$ cat config.mk
export PLATFORM = sky130hd
export DESIGN_NAME = md5_block_sched
export DESIGN_NICKNAME = d
export VERILOG_FILES = /design/src/rtl/md5_block_sched.sv
export SDC_FILE = /design/constraint.sdc
export NUM_CORES = 2
export LEC_CHECK = 0
export CAP_MARGIN = 20
export CORE_AREA = 2 2 352 354
export CTS_BUF_LIST = sky130_fd_sc_hd__clkbuf_4
export DETAILED_ROUTE_END_ITERATION = 12
export DIE_AREA = 0 0 354 356
export GPL_ROUTABILITY_DRIVEN = 0
export SYNTH_ARGS = -nofsm -noshare
export SYNTH_HDL_FRONTEND = slang
export SYNTH_SLANG_ARGS = --single-unit
export TNS_END_PERCENT = 1
$ cat constraint.sdc
create_clock -name clk -period 5 [get_ports clk]
set_input_delay 1.5 -clock clk [delete_from_list [all_inputs] [get_ports clk]]
set_output_delay 1.5 -clock clk [all_outputs]
set_load 0.1 [all_outputs]
$ cat src/rtl/md5_block_sched.sv
// md5_block_sched: packs an ASCII byte stream into 512-bit MD5 blocks, applies
// MD5 padding and the bit-length trailer, launches the compression core once per
// block and accumulates the chaining words into the final digest.
module md5_block_sched #(
   parameter int          CNT_W = 61,
   parameter logic [31:0] IV_A  = 32'h67452301,
   parameter logic [31:0] IV_B  = 32'hEFCDAB89,
   parameter logic [31:0] IV_C  = 32'h98BADCFE,
   parameter logic [31:0] IV_D  = 32'h10325476
) (
   input  logic         clk,
   input  logic         reset,
   input  logic         in_valid,
   input  logic [7:0]   in_data,
   input  logic         in_last,
   output logic         in_ready,
   output logic         blk_start,
   output logic [511:0] blk_data,
   output logic [31:0]  chain_a,
   output logic [31:0]  chain_b,
   output logic [31:0]  chain_c,
   output logic [31:0]  chain_d,
   input  logic         core_done,
   input  logic [31:0]  core_a,
   input  logic [31:0]  core_b,
   input  logic [31:0]  core_c,
   input  logic [31:0]  core_d,
   output logic         busy,
   output logic [127:0] digest,
   output logic         digest_valid
);

   typedef enum logic [2:0] {S_IDLE, S_FILL, S_RUN, S_LENBLK, S_DONE} state_t;

   state_t           state_q, state_d;
   logic [5:0]       idx_q, idx_d;
   logic [CNT_W-1:0] cnt_q, cnt_d;
   logic [511:0]     blk_q, blk_d;
   logic [31:0]      ha_q, ha_d, hb_q, hb_d, hc_q, hc_d, hd_q, hd_d;
   logic             pad_pend_q, pad_pend_d;
   logic             len_pend_q, len_pend_d;
   logic             last_q, last_d;
   logic             busy_q, busy_d;
   logic             dv_q, dv_d;
   logic             start_q, start_d;

   logic             xfer;
   logic [5:0]       wr_idx;
   logic [6:0]       n_after;
   logic [CNT_W-1:0] cnt_new;

   // Message length in bits, zero-extended to the 64-bit MD5 trailer.
   function automatic logic [63:0] bit_len(input logic [CNT_W-1:0] cnt);
      logic [63:0] l;
      l = '0;
      l[CNT_W+2:3] = cnt;
      return l;
   endfunction

   assign in_ready = (state_q == S_IDLE) || (state_q == S_FILL) || (state_q == S_DONE);
   assign xfer     = in_valid && in_ready;
   // A byte accepted outside FILL opens a new message at index 0 with count 1.
   assign wr_idx   = (state_q == S_FILL) ? idx_q : 6'd0;
   assign n_after  = {1'b0, wr_idx} + 7'd1;
   assign cnt_new  = (state_q == S_FILL) ? cnt_q + CNT_W'(1) : CNT_W'(1);

   // Next-state logic: byte packing, padding decisions and core handshake.
   always_comb begin
      state_d    = state_q;
      idx_d      = idx_q;
      cnt_d      = cnt_q;
      blk_d      = blk_q;
      ha_d       = ha_q;
      hb_d       = hb_q;
      hc_d       = hc_q;
      hd_d       = hd_q;
      pad_pend_d = pad_pend_q;
      len_pend_d = len_pend_q;
      last_d     = last_q;
      busy_d     = busy_q;
      dv_d       = dv_q;
      start_d    = 1'b0;

      if (xfer) begin
         if (state_q != S_FILL) begin
            ha_d       = IV_A;
            hb_d       = IV_B;
            hc_d       = IV_C;
            hd_d       = IV_D;
            dv_d       = 1'b0;
            busy_d     = 1'b1;
            blk_d      = '0;
            pad_pend_d = 1'b0;
            len_pend_d = 1'b0;
         end
         blk_d[{wr_idx, 3'b000} +: 8] = in_data;
         idx_d   = n_after[5:0];
         cnt_d   = cnt_new;
         last_d  = in_last;
         state_d = S_FILL;
         if (in_last) begin
            state_d = S_RUN;
            start_d = 1'b1;
            if (n_after <= 7'd55) begin
               blk_d[{n_after[5:0], 3'b000} +: 8] = 8'h80;
               blk_d[511:448] = bit_len(cnt_new);
            end else if (n_after <= 7'd63) begin
               // Pad byte fits, the length trailer spills into an extra block.
               blk_d[{n_after[5:0], 3'b000} +: 8] = 8'h80;
               len_pend_d = 1'b1;
            end else begin
               pad_pend_d = 1'b1;
               len_pend_d = 1'b1;
            end
         end else if (n_after == 7'd64) begin
            state_d = S_RUN;
            start_d = 1'b1;
         end
      end

      case (state_q)
         S_RUN: begin
            if (core_done) begin
               ha_d  = ha_q + core_a;
               hb_d  = hb_q + core_b;
               hc_d  = hc_q + core_c;
               hd_d  = hd_q + core_d;
               blk_d = '0;
               if (len_pend_q) begin
                  state_d = S_LENBLK;
               end else if (last_q) begin
                  state_d = S_DONE;
                  dv_d    = 1'b1;
                  busy_d  = 1'b0;
                  last_d  = 1'b0;
               end else begin
                  state_d = S_FILL;
                  idx_d   = 6'd0;
               end
            end
         end
         S_LENBLK: begin
            if (pad_pend_q) begin
               blk_d[7:0] = 8'h80;
            end
            blk_d[511:448] = bit_len(cnt_q);
            pad_pend_d     = 1'b0;
            len_pend_d     = 1'b0;
            state_d        = S_RUN;
            start_d        = 1'b1;
         end
         default: ;
      endcase
   end

   // State and datapath registers with synchronous reset.
   always_ff @(posedge clk) begin
      if (reset) begin
         state_q    <= S_IDLE;
         idx_q      <= '0;
         cnt_q      <= '0;
         blk_q      <= '0;
         ha_q       <= IV_A;
         hb_q       <= IV_B;
         hc_q       <= IV_C;
         hd_q       <= IV_D;
         pad_pend_q <= 1'b0;
         len_pend_q <= 1'b0;
         last_q     <= 1'b0;
         busy_q     <= 1'b0;
         dv_q       <= 1'b0;
         start_q    <= 1'b0;
      end else begin
         state_q    <= state_d;
         idx_q      <= idx_d;
         cnt_q      <= cnt_d;
         blk_q      <= blk_d;
         ha_q       <= ha_d;
         hb_q       <= hb_d;
         hc_q       <= hc_d;
         hd_q       <= hd_d;
         pad_pend_q <= pad_pend_d;
         len_pend_q <= len_pend_d;
         last_q     <= last_d;
         busy_q     <= busy_d;
         dv_q       <= dv_d;
         start_q    <= start_d;
      end
   end

   assign blk_start    = start_q;
   assign blk_data     = blk_q;
   assign chain_a      = ha_q;
   assign chain_b      = hb_q;
   assign chain_c      = hc_q;
   assign chain_d      = hd_q;
   assign busy         = busy_q;
   assign digest       = {ha_q, hb_q, hc_q, hd_q};
   assign digest_valid = dv_q;

endmodule
# Yosys cells after proc, flatten, opt, wreduce, memory -nomap -nowiden
# Cells that the tools add are included.
# Widths: inputs -> output; s select.
# word_totals
reg_bits,716
word_cells,110
in_bits,141
output_inout_bits,772
# classes
n_lt_le_gt_ge,2
n_eq_ne,6
shift,4
add_sub_neg,8
reduce_logical,5
n_mux,71
# op_table
op,n
$mux 512,7
$bwmux 512,2
$shift 8x11->512 const A,2
$mux 32,16
$shiftx 8x11->512,1
$shiftx 8x11->512 const A,1
$mux 440,1
$add 32x32->32,4
$pmux 64 s2,1
$add 61x1->61 const B,1
$mux 61,1
$mux 6,6
$mux 1,28
$neg 9->11,2
$pmux 8 s2,1
$le 7x6->1 const B,2
$mux 3,4
$mux 8,1
$add 6x1->7 const B,1
$eq 7x7->1 const B,1
$eq 3x2->1 const B,2
$pmux 3 s2,1
$mux 2,2
$eq 3x1->1 const B,1
other kinds (6),7

# Longest topological paths before layout
# logic_depth
depth_word,13
depth_mapped,21
mapped_depth_nobuf,14

# Least setup slack after synthesis
# OpenSTA, ideal clock, no wires.
# synth_path
kind,reg2reg
startpoint,reg state_q[1]
endpoint,"reg blk_q[128], in the netlist blk_data[128]"
setup_slack_ns,0.168
setup_time_ns,0.118
arrival_time_ns,4.714
stages_incl_launch_ff,20
period_less_slack_ns,4.832
n_path_buf,7
t_required_ns,4.882
path_cell_list,dfxtp_1 -> nor3b_4 -> buf_4 -> clkbuf_1 -> clkbuf_1 -> buf_1 -> buf_1 -> nand2_1 -> inv_1 -> ha_1 -> buf_1 -> xnor2_1 -> nand3_1 -> or3_4 -> a211oi_2 -> o211ai_2 -> buf_2 -> or2_1 -> a31o_2 -> a22o_1
# synth_between
elab_chain_len,12
word_cells_on_any_way,28
cone_classes,add/sub (3); order compare (2); eq/ne (4); shift (4); mux (11); reduce/logical (4)
# synth_lines
element,line,source
"start, declared",35,"state_t state_q, state_d;"
"start signal, assigned",174,state_q <= state_d;
$eq 3x1->1,"60, 63",
$mux 6,63,assign wr_idx = (state_q == S_FILL) ? idx_q : 6'd0;
$add 6x1->7 or $neg 9->11 (tied branches),"64, 96",
"$neg 9->11, or another cell as far along","105, 109",
"$shiftx 8x11->512, or another cell as far along","105, 109",
$bwmux 512,"105, 109",
$mux 512,107,end else if (n_after <= 7'd63) begin
$mux 512,104,if (n_after <= 7'd55) begin
$mux 512,101,if (in_last) begin
$mux 512,84,if (xfer) begin
$mux 512,123,if (core_done) begin
$mux 440 (*),121,case (state_q)
"end signal, assigned",177,blk_q <= blk_d;
"end, declared",38,"logic [511:0] blk_q, blk_d;"
# Every way passes the cells marked *; elsewhere a longest branch is shown, timed or not. The select of a mux whose other input is x is not followed.
# A chain may end at the register's enable or synchronous reset.

# Worst setup path after layout
# layout_path
startpoint,reg state_q[0]
endpoint,"reg blk_q[232], in the netlist blk_data[232]"
# Same word-level chain as after synthesis.

==> run metrics <==
status=completed; WP buf/inv=3; CP max stage cell=o2111ai_1; Max VDD drop=0.000213 V; total iterations of the first detailed-routing run=6; Root Driver=clkbuf_4; Clock Latency Late Sink=1190 ps; f_max=0.214 GHz; CP delay by family, top=compound AO/OA/AOI/OAI gates; placed cells=between 6000 and 7000; worst min path class=register to register; fin nets=5738; Iteration-0 DRC Markers=4433; cell count of the worst reg-to-reg path=14; Mapped Nets=4915; final wirelength=~180000 um; Initial Util=30.1%; DRC=0; global-route wire length before repair=257000 um; Non-Filler Instances=7244; GRT overflow=0; Via density=5.56; initial antenna violation count=20; critical-path cell list=buf_4 > nor3b_4 > nand2_1 > inv_2 > ha_1 > nor2_1 > a32o_1 > a22oi_1 > o41ai_2 > a2111oi_4 > o211ai_2 > buf_4 > o2111ai_1 > o21ai_0; Final Hold Viols=0; most frequent CP cell=buf_4; Die X-Extent=354 um; Pleak=between 15 and 20 nW; synth top area cells=dfxtp_1 39%, nand2_1 6.9%, o21ai_0 6.4%, ha_1 4.4%, a21oi_1 4.4%; Yosys Warn Count=0; area of the mapped netlist=36900 um2; Mapped Cells=4639; CTS H-Tree Depth=4; reg2reg start=state_q[0]$_SDFF_PP0_; Syn-to-layout area delta=34.1%; Unique masters post-synth=101; Worst R2R Setup Slack=330 ps; EDFF count, synth=0; core area=123000 um2; Synth top area share=38.9%; CP Class=register to register; CTS tree=yes; Synth area leader=dfxtp_1; fraction of registers with async set/reset=0%; number of global-route vias before repair=36446; CTS hold repair buffers=0; Crit path depth=14; Avg Synthesized Cell Area=7.95 um2; Reg clk slew, reported paths=70 ps; Sink Count=between 700 and 800; Critical Path End=blk_data[232]$_SDFF_PP0_; CTS Buffer Depth=3; Filler cells=12479; worst slew pin tran=1210 ps; CP Launch Point=state_q[0]$_SDFF_PP0_; Crit Path Max Fanout=15; Worst Path Arrival=5660 ps; PD cells=approximately 280 nW/um2; dpl cell area=46900 um2; Core Rows=roughly 130; CP required=5990 ps; Seq/Total Area, Yosys=38.9%; RR Endpoint=blk_data[232]$_SDFF_PP0_; # IOs=~900; RSZ-0062 raised after global routing=false; CTS buffer count=200; DPL Wire Length=136000 um; gr usage total=27.2%; Die Ht=356 um; Final period util=around 93%; Relative slew margins=a little under 20%; Total Power=approximately 14 mW; PostCTS Resize Cnt=0; share of layout cells above drive strength 1=9.58%; clk_skew=100 ps; flops & latches, synth=716; Vias=40252; final worst slack=331 ps; post-layout util=between 40% and 50%; max-slew violation count=0; Worst Setup Slack post-DPL=-66.3 ps; # setup viols final=0; combined area of the multi-input logic cells=20300 um2; Primary FF master, synth=dfxtp_1; fin crit period=4670 ps; CP endpoint kind=register; antenna-violating nets left=0; max_cap viols=0; slowest stage delay, CP=690 ps; Port-buffer cells=912; die area=126000 um2; largest net degree at the start of global routing=93; Critical Path Source Type=register; drt wl/cell=approximately 25 um; setup bufs post-CTS=0; FF/Latch Area=14300 um2; fin area=49500 um2
-- worst min-delay path: stages, from the launching register on --
cell     delay [ps]
dfxtp_1         340
nand2_1          60
o21ai_1          50
-- power by group --
group	switching, mW	internal, mW	total, mW
logic	2.00	0.749	2.75
clock network	2.81	2.64	5.45
registers	0.102	5.79	5.89
-- state kept, by name, summed over array words and instances, names as in the netlist, 3 cells and up --
signal / flops
state_q: 3
idx_q: 6
chain_c: 32
cnt_q: 61
chain_b: 32
blk_data: 512
chain_d: 32
chain_a: 32
-- cells by family (layout without fill, tap and decap cells) --
group,count (synthesis),after routing,share of synthesized area [%]
fa+ha+maj,135,135,4.66
flops,716,716,38.9
xor+xnor,132,132,3.13
compound gates,1559,1559,27.1
other cells,0,13,0
mux,16,16,0.461
buf+inv,476,1431,6.26
simple gates,1605,1605,19.5
-- per-layer routing --
layer	wire [um]	global-route usage [%]
met4	7440	11.5
met2	79400	41.3
met1	73800	35.0
met5	54	0
met3	20300	9.37
-- cell usage in the layout (no fill, tap or decap), drive strengths merged, types with 31 or more instances in the layout --
cell,netlist,final
nor2,358,358
nor3,111,111
xnor2,82,82
inv,61,71
a31oi,53,53
or3,55,55
xor2,50,50
nand4,31,31
a22o,103,103
nand3,193,193
clkbuf,226,282
clkdlybuf4s50,0,872
nand2,683,683
o22ai,31,31
a21o,55,55
a22oi,50,50
buf,188,163
dfxtp,716,716
a21oi,326,326
and3,32,32
o2bb2ai,121,121
o21ai,556,556
clkinv,1,41
ha,131,131
-- metrics by stage --
stage	TNS [ps]	hold WS, ps
2_1_floorplan	0	457
3_3_place_gp	-66.4	435
3_5_place_dp	-66.3	441
4_1_cts	0	448
5_1_grt	0	474
6_report	0	417
-- worst min path at each step --
| stage | end | slack [ps] | cells past startpoint | start |
|---|---|---|---|---|
| finish | blk_data[476]$_SDFF_PP0_ | 420 | 2 | cnt_q[25]$_SDFFE_PP0P_ |
| global placement | blk_data[173]$_SDFF_PP0_ | 430 | 2 | blk_data[173]$_SDFF_PP0_ |
| CTS | blk_data[476]$_SDFF_PP0_ | 450 | 2 | cnt_q[25]$_SDFFE_PP0P_ |
| floorplan | pad_pend_q$_SDFFE_PP0P_ | 460 | 2 | pad_pend_q$_SDFFE_PP0P_ |
| global route | blk_data[252]$_SDFF_PP0_ | 470 | 2 | blk_data[252]$_SDFF_PP0_ |
| detailed placement | blk_data[219]$_SDFF_PP0_ | 440 | 2 | blk_data[219]$_SDFF_PP0_ |
-- synth_stat cells, types with 13 or more instances --
library cell	n
a211oi_1	26
a21o_1	55
a21oi_1	323
a221oi_1	13
a22o_1	103
a22oi_1	49
a311oi_1	17
a31o_2	13
a31oi_1	52
a32o_1	14
a32oi_1	15
and2_1	18
and3_1	32
buf_1	33
buf_2	24
buf_4	131
clkbuf_1	225
dfxtp_1	716
ha_1	131
inv_1	60
nand2_1	682
nand2b_1	23
nand3_1	190
nand4_1	31
nor2_1	353
nor2b_1	18
nor3_1	109
nor4_1	28
o2111ai_1	14
o211ai_1	25
o21a_1	26
o21ai_0	469
o21ai_1	85
o21bai_1	16
o22ai_1	31
o2bb2ai_1	121
o31ai_1	17
or3_1	54
xnor2_1	82
xor2_1	50
-- cell type report --
type / instances / area share [%]
multi-input cells: 3447 / 41.1
clock buffers: 282 / 4.28
inverters: 62 / 0.470
diodes: 13 / 0.0657
well taps: 1637 / 4.14
repair buffers: 1035 / 20.3
flip-flops and latches: 716 / 29.0
clock inverters: 52 / 0.693
(Power assumes the default switching activity.)
